$ cat config.mk
export PLATFORM = sky130hd
export DESIGN_NAME = ublock_round_ctrl_flat
export DESIGN_NICKNAME = d
export VERILOG_FILES = /design/src/rtl/ublock_round_ctrl_if.sv /design/src/rtl/ublock_round_ctrl.sv /design/src/flat_wrapper.sv
export SDC_FILE = /design/constraint.sdc
export NUM_CORES = 1
export LEC_CHECK = 0
export ABC_AREA = 1
export CAP_MARGIN = 30
export CORE_MARGIN = 1
export CORE_UTILIZATION = 50
export CTS_CLUSTER_DIAMETER = 40
export DETAILED_ROUTE_END_ITERATION = 6
export PLACE_DENSITY = 0.87
export RECOVER_POWER = 100
export SKIP_CTS_REPAIR_TIMING = 1
export SYNTH_ARGS = -nofsm -noshare
export SYNTH_HDL_FRONTEND = slang
export SYNTH_SLANG_ARGS = --single-unit
export TNS_END_PERCENT = 50
$ cat constraint.sdc
create_clock -name clk -period 3.2 [get_ports clk]
set_input_delay 0.96 -clock clk [delete_from_list [all_inputs] [get_ports clk]]
set_output_delay 0.96 -clock clk [all_outputs]
set_load 0.005 [all_outputs]
$ cat src/rtl/ublock_round_ctrl_if.sv
// Handshake bundle between the masked uBlock round sequencer and its host,
// LFSR, randomness source and datapath.
interface ublock_round_ctrl_if #(
   parameter int CNT_W = 5
);
   logic             start;
   logic             busy;
   logic             done;
   logic             done_ack;
   logic             lfsr_rst_n;
   logic             lfsr_step;
   logic             lfsr_first;
   logic             lfsr_last;
   logic             rnd_req;
   logic             rnd_ack;
   logic             dp_load;
   logic             dp_en;
   logic             dp_final;
   logic [CNT_W-1:0] round_cnt;
   logic             err;

   // Host side: requests work, supplies LFSR flags and randomness.
   modport master (
      output start, done_ack, lfsr_first, lfsr_last, rnd_ack,
      input  busy, done, lfsr_rst_n, lfsr_step, rnd_req,
             dp_load, dp_en, dp_final, round_cnt, err
   );

   // Sequencer side.
   modport slave (
      input  start, done_ack, lfsr_first, lfsr_last, rnd_ack,
      output busy, done, lfsr_rst_n, lfsr_step, rnd_req,
             dp_load, dp_en, dp_final, round_cnt, err
   );
endinterface

$ cat src/rtl/ublock_round_ctrl.sv
// Round sequencer for the first-order masked uBlock core: per round it fetches
// fresh mask randomness, runs the masked datapath SBOX_LAT cycles, steps the LFSR.
//
// state   | meaning
// --------+--------------------------------------------------------------
// S_IDLE  | waiting for start
// S_LOAD  | load masked shares, reload round-constant LFSR, clear round_cnt
// S_RAND  | request fresh randomness; check LFSR first flag on round 0
// S_ROUND | datapath enabled for SBOX_LAT cycles, then step LFSR or finish
// S_FINAL | output transform / share write-out
// S_DONE  | result valid until done_ack
// S_ERR   | fault detected; only rst leaves
module ublock_round_ctrl #(
   parameter int SBOX_LAT  = 2,
   parameter int ROUND_MAX = 24,
   parameter int CNT_W     = 5
) (
   input  logic               clk,
   input  logic               rst,
   ublock_round_ctrl_if.slave bus
);

   typedef enum logic [2:0] {
      S_IDLE  = 3'd0,
      S_LOAD  = 3'd1,
      S_RAND  = 3'd2,
      S_ROUND = 3'd3,
      S_FINAL = 3'd4,
      S_DONE  = 3'd5,
      S_ERR   = 3'd6
   } state_t;

   localparam int               SUB_W      = 4;
   localparam logic [SUB_W-1:0] SUB_INIT   = SUB_W'(SBOX_LAT - 1);
   // round_cnt == ROUND_MAX-1 is the same test as round_cnt+1 == ROUND_MAX without overflow.
   localparam logic [CNT_W-1:0] ROUND_LAST = CNT_W'(ROUND_MAX - 1);

   state_t           state_q, state_d;
   logic [CNT_W-1:0] round_cnt_q, round_cnt_d;
   logic [SUB_W-1:0] sub_q, sub_d;
   logic             step;

   always_ff @(posedge clk) begin
      if (rst) begin
         state_q     <= S_IDLE;
         round_cnt_q <= '0;
         sub_q       <= '0;
      end else begin
         state_q     <= state_d;
         round_cnt_q <= round_cnt_d;
         sub_q       <= sub_d;
      end
   end

   always_comb begin
      state_d     = state_q;
      round_cnt_d = round_cnt_q;
      sub_d       = sub_q;
      step        = 1'b0;
      case (state_q)
         S_IDLE: begin
            if (bus.start) state_d = S_LOAD;
         end
         S_LOAD: begin
            round_cnt_d = '0;
            state_d     = S_RAND;
         end
         S_RAND: begin
            if ((round_cnt_q == '0) && !bus.lfsr_first) begin
               state_d = S_ERR;
            end else if (bus.rnd_ack) begin
               sub_d   = SUB_INIT;
               state_d = S_ROUND;
            end
         end
         S_ROUND: begin
            if (sub_q == '0) begin
               round_cnt_d = round_cnt_q + 1'b1;
               if (bus.lfsr_last) begin
                  state_d = S_FINAL;
               end else if (round_cnt_q == ROUND_LAST) begin
                  state_d = S_ERR;
               end else begin
                  step    = 1'b1;
                  state_d = S_RAND;
               end
            end else begin
               sub_d = sub_q - 1'b1;
            end
         end
         S_FINAL: state_d = S_DONE;
         S_DONE: begin
            if (bus.done_ack) state_d = S_IDLE;
         end
         S_ERR:   state_d = S_ERR;
         // Illegal encodings are treated as a fault.
         default: state_d = S_ERR;
      endcase
   end

   always_comb begin
      bus.busy       = (state_q == S_LOAD) || (state_q == S_RAND) ||
                       (state_q == S_ROUND) || (state_q == S_FINAL);
      bus.done       = (state_q == S_DONE);
      bus.rnd_req    = (state_q == S_RAND);
      bus.dp_load    = (state_q == S_LOAD);
      bus.dp_en      = (state_q == S_ROUND);
      bus.dp_final   = (state_q == S_FINAL);
      bus.err        = (state_q == S_ERR);
      bus.round_cnt  = round_cnt_q;
      bus.lfsr_rst_n = !(rst || (state_q == S_LOAD));
      bus.lfsr_step  = step && !rst;
   end

endmodule

$ cat src/flat_wrapper.sv
// flat-port wrapper written by rule: the top's interface ports become plain ports
module ublock_round_ctrl_flat 
#(
   parameter int SBOX_LAT  = 2,
   parameter int ROUND_MAX = 24,
   parameter int CNT_W     = 5
)
  (clk, rst, bus_start, bus_done_ack, bus_lfsr_first, bus_lfsr_last, bus_rnd_ack, bus_busy, bus_done, bus_lfsr_rst_n, bus_lfsr_step, bus_rnd_req, bus_dp_load, bus_dp_en, bus_dp_final, bus_round_cnt, bus_err);
  ublock_round_ctrl_if #(.CNT_W(CNT_W)) bus_i ();
  input  logic clk;
  input  logic rst;
  input wire logic [$bits(bus_i.start)-1:0] bus_start;
  input wire logic [$bits(bus_i.done_ack)-1:0] bus_done_ack;
  input wire logic [$bits(bus_i.lfsr_first)-1:0] bus_lfsr_first;
  input wire logic [$bits(bus_i.lfsr_last)-1:0] bus_lfsr_last;
  input wire logic [$bits(bus_i.rnd_ack)-1:0] bus_rnd_ack;
  output wire logic [$bits(bus_i.busy)-1:0] bus_busy;
  output wire logic [$bits(bus_i.done)-1:0] bus_done;
  output wire logic [$bits(bus_i.lfsr_rst_n)-1:0] bus_lfsr_rst_n;
  output wire logic [$bits(bus_i.lfsr_step)-1:0] bus_lfsr_step;
  output wire logic [$bits(bus_i.rnd_req)-1:0] bus_rnd_req;
  output wire logic [$bits(bus_i.dp_load)-1:0] bus_dp_load;
  output wire logic [$bits(bus_i.dp_en)-1:0] bus_dp_en;
  output wire logic [$bits(bus_i.dp_final)-1:0] bus_dp_final;
  output wire logic [$bits(bus_i.round_cnt)-1:0] bus_round_cnt;
  output wire logic [$bits(bus_i.err)-1:0] bus_err;
  assign bus_i.start = bus_start;
  assign bus_i.done_ack = bus_done_ack;
  assign bus_i.lfsr_first = bus_lfsr_first;
  assign bus_i.lfsr_last = bus_lfsr_last;
  assign bus_i.rnd_ack = bus_rnd_ack;
  assign bus_busy = bus_i.busy;
  assign bus_done = bus_i.done;
  assign bus_lfsr_rst_n = bus_i.lfsr_rst_n;
  assign bus_lfsr_step = bus_i.lfsr_step;
  assign bus_rnd_req = bus_i.rnd_req;
  assign bus_dp_load = bus_i.dp_load;
  assign bus_dp_en = bus_i.dp_en;
  assign bus_dp_final = bus_i.dp_final;
  assign bus_round_cnt = bus_i.round_cnt;
  assign bus_err = bus_i.err;
  ublock_round_ctrl #(.SBOX_LAT(SBOX_LAT), .ROUND_MAX(ROUND_MAX), .CNT_W(CNT_W)) u_core (.clk(clk), .rst(rst), .bus(bus_i));
endmodule
==> out/results.ini <==
[run_status]
run_status = finished, violations left
failed_checks = DRC

[yosys]
synth_ff_type = dfxtp_1
yosysTopAreaCell = dfxtp_1
syn-num-nets = 151
ys_seq_area_share_pct = 27.1
syn_inst = 140
yosys.area_share.adder_pct = 5.64
synth_edf_count = 0
async_flop_share_pct = 0
synthSimpleGateAreaFrac_pct = 48.8
synth.cell_area_um2 = 887
synthTopCellsByArea = dfxtp_1 (27%), nand2_1 (16%), nor2_1 (10%), inv_1 (6.8%), ha_1 (5.6%)
synth_compound_area_share_pct = 7.90
synth_area_per_cell_um2 = 6.34
synthMuxAreaShare_pct = 0
synth-seq-cells = 12
synth_cell_types = 21
yosys.area.top_type_share_pct = 27.1
synth_xor_xnor_area_share_pct = 0
ys_warn_count = 0
synth_top_family_by_area = simple AND/OR/NAND/NOR gates

[timing]
worst_hold_slack_ns = 0.495
slew_viol_final = 0
min_period_over_period_pct = 98.0
tightest_slew_ns = 0.380
fin_tns_setup_ns = 0
setup_slack_ns = 0.0626
finalHoldViolations = 0
fin_skew_ns = 0.00529
fin_crit_ns = 3.14
fmax_ghz = 0.319
slew_headroom_pct = 74.6
setup_viol = 0
rsz0062_at_grt = false

[floorplanning]
io_pins = 21
die_w_um = 44.1
start_util_pct = 56.3
die_area_um2 = 1950
coreArea_um2 = 1580
die_h_um = 44.1
rows = 14

[cells_and_area]
final_util_pct = 71.2
n_antenna_cell = 0
nNetsFinal = 178
final_common_cell = nand2_1
final_cell_mix = nand2_1 (38), nor2_1 (27), inv_1 (16)
drive_above_1_share_pct = 12.0
synthToLayoutAreaGrowth_pct = 26.5
fillers = 149

[worst_setup_path]
required_ns = 2.24
r2r_cells = 7
critPathMaxFanout = 4
cp_data_arrival_time_ns = 2.18
start_kind = primary input
end_kind = output port
critical_path_class = in2out

[route]
wl_um = 1950
vias = 925
wl_per_cell_um = 10.7
vias_per_cell = 5.08
drc = 1
drtIter0Drc = 36
ant_nets = 0
drt_pass1_iterations = 7

[clocking]
cts_made_buffers = 3
clkSinkCount = 12
cts_root_buffer = clkbuf_4
clockBufferDepth = 2
cts_max_level = 1
cts_tree = yes
clk_latency_ns = 0.28
clk_pin_slew_ns = 0.08

[placement]
portBuffers = 20
place.gp.congestion = 0.779
pre_cts_slack_ns = -0.0273
hpwl_um = 1570

[global_route]
grt_pass1_wl_um = 3290
grt_max_degree = 11
track_usage_pct = 22.8
overflow = 0
antenna_found_initial = 0
grt_pass1_vias = 808

[worst_hold_path]
hp-class = reg2reg
hold_path_depth = 2

[pwr]
ir_drop_v = 0.000413
power_density_nw_per_um2 = 710
leakagePower_nw = 0.546

[job]
drv_cap = 0

-- path summary, 6_finish.rpt --
kind	start	slack, ns	to
worst max register to register	u_core.state_q[1]$_SDFFE_PP0P_	1.77	u_core.sub_q[3]$_SDFFE_PP0P_
worst min register to register	u_core.sub_q[1]$_SDFFE_PP0P_	0.50	u_core.sub_q[1]$_SDFFE_PP0P_
worst min-delay path	u_core.sub_q[1]$_SDFFE_PP0P_	0.50	u_core.sub_q[1]$_SDFFE_PP0P_
worst max-delay path	rst	0.06	bus_lfsr_rst_n
-- stage by stage --
step                cell area [µm²]  total power, W  cells
floorplan                       887        0.000574    140
global placement               1120        0.000705    178
detailed placement             1120        0.000717    178
CTS                            1150        0.000841    182
global route                   1120        0.000870    182
finish                         1120        0.000797    182
-- flip-flops by register name, indices dropped and copies added (netlist names) --
| register | count |
|---|---|
| u_core.state_q | 3 |
| u_core.bus.round_cnt | 5 |
| u_core.sub_q | 4 |
-- synthesized netlist by cell type, types with 3 or more instances --
cell type  number
nor3_1          3
nor2_4          3
a21oi_1         9
ha_1            4
nand2_2         6
nor2_1         24
nand2_1        37
nand3_1         6
inv_1          16
o21ai_0         5
dfxtp_1        12
-- layout make-up --
class | instances | area, µm² | area share (%)
inverters | 20 | 80.1 | 7.13
flip-flops and latches | 12 | 240 | 21.4
multi-input cells | 107 | 523 | 46.6
clock buffers | 4 | 36.3 | 3.23
repair buffers | 23 | 223 | 19.8
well taps | 16 | 20.0 | 1.78
-- critical path: stages --
cell	delay (ns)
clkdlybuf4s50_1	0.45
inv_1	0.09
nand2_1	0.09
inv_2	0.10
clkdlybuf4s50_1	0.50
-- power by group --
group / switching, W / total (W) / internal (W) / leakage (nW)
Clock: 0.0000545 / 0.000124 / 0.0000693 / 0.0210
Combinational: 0.000253 / 0.000444 / 0.000190 / 0.427
Sequential: 0.0000498 / 0.000230 / 0.000180 / 0.0976
Total: 0.000358 / 0.000797 / 0.000439 / 0.546
-- per-layer routing --
metal,vias to the layer above,GRT usage (%),share of wire [%]
li1,491,-,-
met1,407,27.9,46
met2,22,38.8,47
met3,5,2.45,5.0
met4,0,12.7,2.0
met5,-,0,0
-- cells by family (layout without fill, tap and decap cells) --
kind of cell | Yosys count | in the layout
simple gates | 89 | 89
buf+inv | 21 | 47
compound gates | 14 | 14
flops | 12 | 12
fa+ha+maj | 4 | 4
(Power assumes the default switching activity.)
==> patch 1 (same settings) <==
Set the localparam `SUB_W` to 5 (it was 4).
--- a/src/rtl/ublock_round_ctrl.sv
+++ b/src/rtl/ublock_round_ctrl.sv
@@ -30,7 +30,7 @@
       S_ERR   = 3'd6
    } state_t;
 
-   localparam int               SUB_W      = 4;
+   localparam int               SUB_W      = 5;
    localparam logic [SUB_W-1:0] SUB_INIT   = SUB_W'(SBOX_LAT - 1);
    // round_cnt == ROUND_MAX-1 is the same test as round_cnt+1 == ROUND_MAX without overflow.
    localparam logic [CNT_W-1:0] ROUND_LAST = CNT_W'(ROUND_MAX - 1);
Function: same outputs for any inputs over 10 cycles, from zero or initial values and one cycle with rst high; that may be too few to reach the edited logic, so the function may still have changed.
==> patch 1 against the unedited design <==
- routed wire length up 7.4%
- highest routed layer unchanged
- largest power group unchanged
- global-route usage decreased by 1.2 points
- setup slack better by 52 ps
- synthesized cell count rose by 3.6%
- area after synthesis up 4.1%
- die area grew 3.9%
- power grew 16%
- non-clock buffer count down 1
- via count grew 7.5%
- design area rose by 2.5%
- clock power is 15% lower
- sequential power increased by 17%
- sequential cell count rose by 1
==> patch 1: results <==
set metrics [dict create \
    grt_pass1_wl_mm 3.28 \
    drc 0 \
    synth_seq_area_share_pct 28.2 \
    irDropWorstVdd_mv 0.474 \
    slowest_delay_ps 490 \
    synthArstFlopShare_pct 0 \
    clk_path_buf_depth 2 \
    critPathMaxFanout 4 \
    clk_pin_slew_ps 90 \
    drive_above_1_share_pct 11.8 \
    status "completed" \
    yosysWarnings 0 \
    grt_max_degree 9 \
    synthTopCellsByArea "dfxtp_1, nor2_1, nand2_1" \
    wl_per_cell_um 10.8 \
    skew_ps 7.41 \
    placed_area_sq_um 1150 \
    track_usage_pct 21.7 \
    nets 180 \
    grt_overflow 0 \
    netlist_instances 145 \
    synth_cell_types 26 \
    gp_congestion 0.873 \
    hold_end "u_core.sub_q[4]" \
    leakagePower_nw 0.554 \
    r2r_setup_slack_ps 1440 \
    reg2reg_to "u_core.sub_q[2]" \
    synth_common_cells "nor2_1, nand2_1, inv_1" \
    cts_root_buffer "clkbuf_4" \
    clock_latency_ps 280 \
    drt_iter0_drc 23 \
    p_int_mw 0.491 \
    finalNonFillerCells 194 \
    firstDrtPassIters 4 \
    via_per_inst 5.12 \
    r2r_start "u_core.state_q[0]" \
    arrival_ps 2120 \
    io_buffers 20 \
    syn-num-nets 155 \
    worst_pin_slew_ps 620 \
    hpwlAfterDp_mm 1.66 \
    reg2regPathDepth 6 \
    grt_pass1_vias 865 \
    min_from "u_core.sub_q[4]" \
]
-- patch 1: changes by cell type in the layout (fill, tap and decap cells not counted), moves of 2 or more --
cell	delta
inv_2	+3
nand2_2	-2
nand3_1	+8
clkdlybuf4s50_1	-2
dlygate4sd3_1	+2
nand2_1	-14
buf_4	-2
inv_4	-2
nor2_2	+2
o21ai_0	+2
clkbuf_1	+2
nor2_1	+2
o21ai_1	+2
or2_1	+2
-- patch 1: cell families after synthesis --
logic type	count (synthesis)	synth area share, %
fa+ha+maj	3	4.07
compound gates	17	9.21
buf+inv	26	11.9
simple gates	86	46.6
flops	13	28.2
-- patch 1: area by class of cell --
class / instances / area [sq um]
fill: 173 / 577
multi-input combinational: 106 / 527
sequential: 13 / 260
timing repair buffer: 22 / 214
inverter: 24 / 91.3
tap: 25 / 31.3
clock buffer: 4 / 26.3
-- patch 1: metrics by stage --
step	power, mW	setup slack [ps]	hold slack [ps]	utilization [%]
after floorplan	0.679	942	432	-
after global placement	0.835	-68.1	444	66.7
after detailed placement	0.858	-52.8	454	66.7
after CTS	0.962	-74.2	467	68.2
after global routing	1.00	42.0	482	66.6
final	0.923	115	459	66.6
-- patch 1: power by group through the flow --
stage               Clock (mW)  Sequential [mW]  Combinational (mW)
floorplan                    0            0.240               0.439
detailed placement           0            0.281               0.576
finish                   0.105            0.270               0.548
global route             0.113            0.278               0.610
global placement             0            0.279               0.556
CTS                      0.106            0.277               0.580
-- patch 1: how the worst max path moves through the flow --
stage / from / end / slack, ps
finish: rst / bus_lfsr_rst_n / 120
global route: rst / bus_lfsr_rst_n / 40
CTS: bus_lfsr_last / bus_lfsr_step / -70
detailed placement: bus_lfsr_last / bus_lfsr_step / -50
global placement: bus_lfsr_last / bus_lfsr_step / -70
floorplan: bus_lfsr_last / bus_lfsr_step / 940
-- patch 1: per-layer routing --
layer	wire [um]	vias up	GRT usage, %
li1	-	499	-
met1	946	453	26.2
met2	1020	34	36.5
met3	86	8	3.60
met4	46	0	11.5
met5	0	-	0
-- patch 1: worst reg2reg max path, stage by stage (launching register included) --
cell and delay (ps):
dfxtp_1 510, nand2_2 90, nor2_1 490, nand3_4 160, nand3_1 200, nand2_1 70
a21oi_1 150
==> patch 2 (config.mk and constraints unchanged) <==
Made on the original files. Re-encode `state_t` (7 states) as one-hot, 7 bits wide.
--- a/src/rtl/ublock_round_ctrl.sv
+++ b/src/rtl/ublock_round_ctrl.sv
@@ -20,14 +20,14 @@
    ublock_round_ctrl_if.slave bus
 );
 
-   typedef enum logic [2:0] {
-      S_IDLE  = 3'd0,
-      S_LOAD  = 3'd1,
-      S_RAND  = 3'd2,
-      S_ROUND = 3'd3,
-      S_FINAL = 3'd4,
-      S_DONE  = 3'd5,
-      S_ERR   = 3'd6
+   typedef enum logic [6:0] {
+      S_IDLE  = 7'b0000001,
+      S_LOAD  = 7'b0000010,
+      S_RAND  = 7'b0000100,
+      S_ROUND = 7'b0001000,
+      S_FINAL = 7'b0010000,
+      S_DONE  = 7'b0100000,
+      S_ERR   = 7'b1000000
    } state_t;
 
    localparam int               SUB_W      = 4;
Behaviour: same outputs for any inputs over 10 cycles, from zero or initial values and one cycle with rst high; not proved beyond that.
==> patch 2 against the unedited design <==
- routed wire length grew 26%
- sequential cell count grew 4
- synthesized cell count grew 14%
- die area grew 19%
- setup slack gained 58 ps
- area after synthesis grew 20%
- design area grew 16%
Power is not compared: it rests on default switching activity, and its combinational part moved more than twofold at a synthesized area within 25%.
==> patch 2: results <==
set metrics [dict create \
    route.met2.wl_mm 1.12 \
    synth-compound-area-share_pct 8.24 \
    whs_ps 504 \
    dp_cells 209 \
    cts-htree-levels 1 \
    via_per_inst 5.19 \
    wl_per_cell_um 11.6 \
    r2r_setup_slack_ps 1650 \
    synth_common_cells "nand2_1, inv_1, nor2_1" \
    crit_path_start "bus_lfsr_last" \
    netlist_instances 160 \
    status "completed" \
    drive_above_1_share_pct 10.8 \
    antenna_cells 0 \
    synth_seq_area_share_pct 30.2 \
    drt_iter0_drc 43 \
    synth-adder-area-share_pct 4.71 \
    grt_pass1_vias 893 \
    gp_congestion 0.817 \
    use_met1_pct 28.0 \
    synthTopCellsByArea "dfxtp_1, nand2_1, inv_1" \
    arrival_ps 2120 \
    reg2regPathDepth 8 \
    vias 1101 \
    hold_end "u_core.sub_q[3]" \
    synth_most_common_cell "nand2_1" \
    r2r_start "u_core.state_q[6]" \
    min_from "u_core.sub_q[3]" \
    critPathMaxFanout 3 \
    track_usage_pct 22.9 \
    dpl_worst_slack_ps 52.4 \
    largest_reg_flops 7 \
    firstDrtPassIters 4 \
    use_met2_pct 40.0 \
    grt_max_degree 10 \
    placed_area_sq_um 1310 \
    hpwlAfterDp_mm 1.91 \
    skew_ps 0.619 \
    regMostFlops "u_core.state_q" \
    nets 198 \
    wl_met1_mm 1.10 \
    crit_path_end "bus_lfsr_step" \
    grt_pass1_wl_mm 3.64 \
    slew_headroom_pct 77.0 \
    synth_cell_types 25 \
    fillers 163 \
    use_met3_pct 2.59 \
    syn-num-nets 171 \
    route.met3.wl_um 190 \
    fin_crit_ps 3080 \
    synth_xor_area_share_pct 1.65 \
]
## patch 2: where the power goes
| group | internal (mW) | switching, mW | total, mW |
|---|---|---|---|
| logic | 0.0423 | 0.0587 | 0.101 |
| clock network | 0.0437 | 0.0626 | 0.106 |
| registers | 0.208 | 0.00917 | 0.217 |
| total | 0.294 | 0.130 | 0.424 |
## patch 2: cell type report
class | instances | area (sq um) | share of cell area (%)
multi-input cells | 114 | 593 | 45.5
repair buffers | 23 | 225 | 17.3
flip-flops and latches | 16 | 320 | 24.6
well taps | 27 | 33.8 | 2.59
inverters | 29 | 109 | 8.35
clock buffers | 3 | 22.5 | 1.73
## patch 2: cell families (layout without fill, tap and decap cells)
kind of cell             count (synthesis)  count (layout)
flip-flops                              16              16
adder cells (fa/ha/maj)                  4               4
XOR/XNOR                                 2               2
AND/OR/NAND/NOR                         91              91
AO/OA/AOI/OAI                           17              17
buffers and inverters                   30              55
## patch 2: critical path: stages
cell,delay [ps]
clkdlybuf4s50_1,440
nor3_1,190
clkdlybuf4s50_1,520
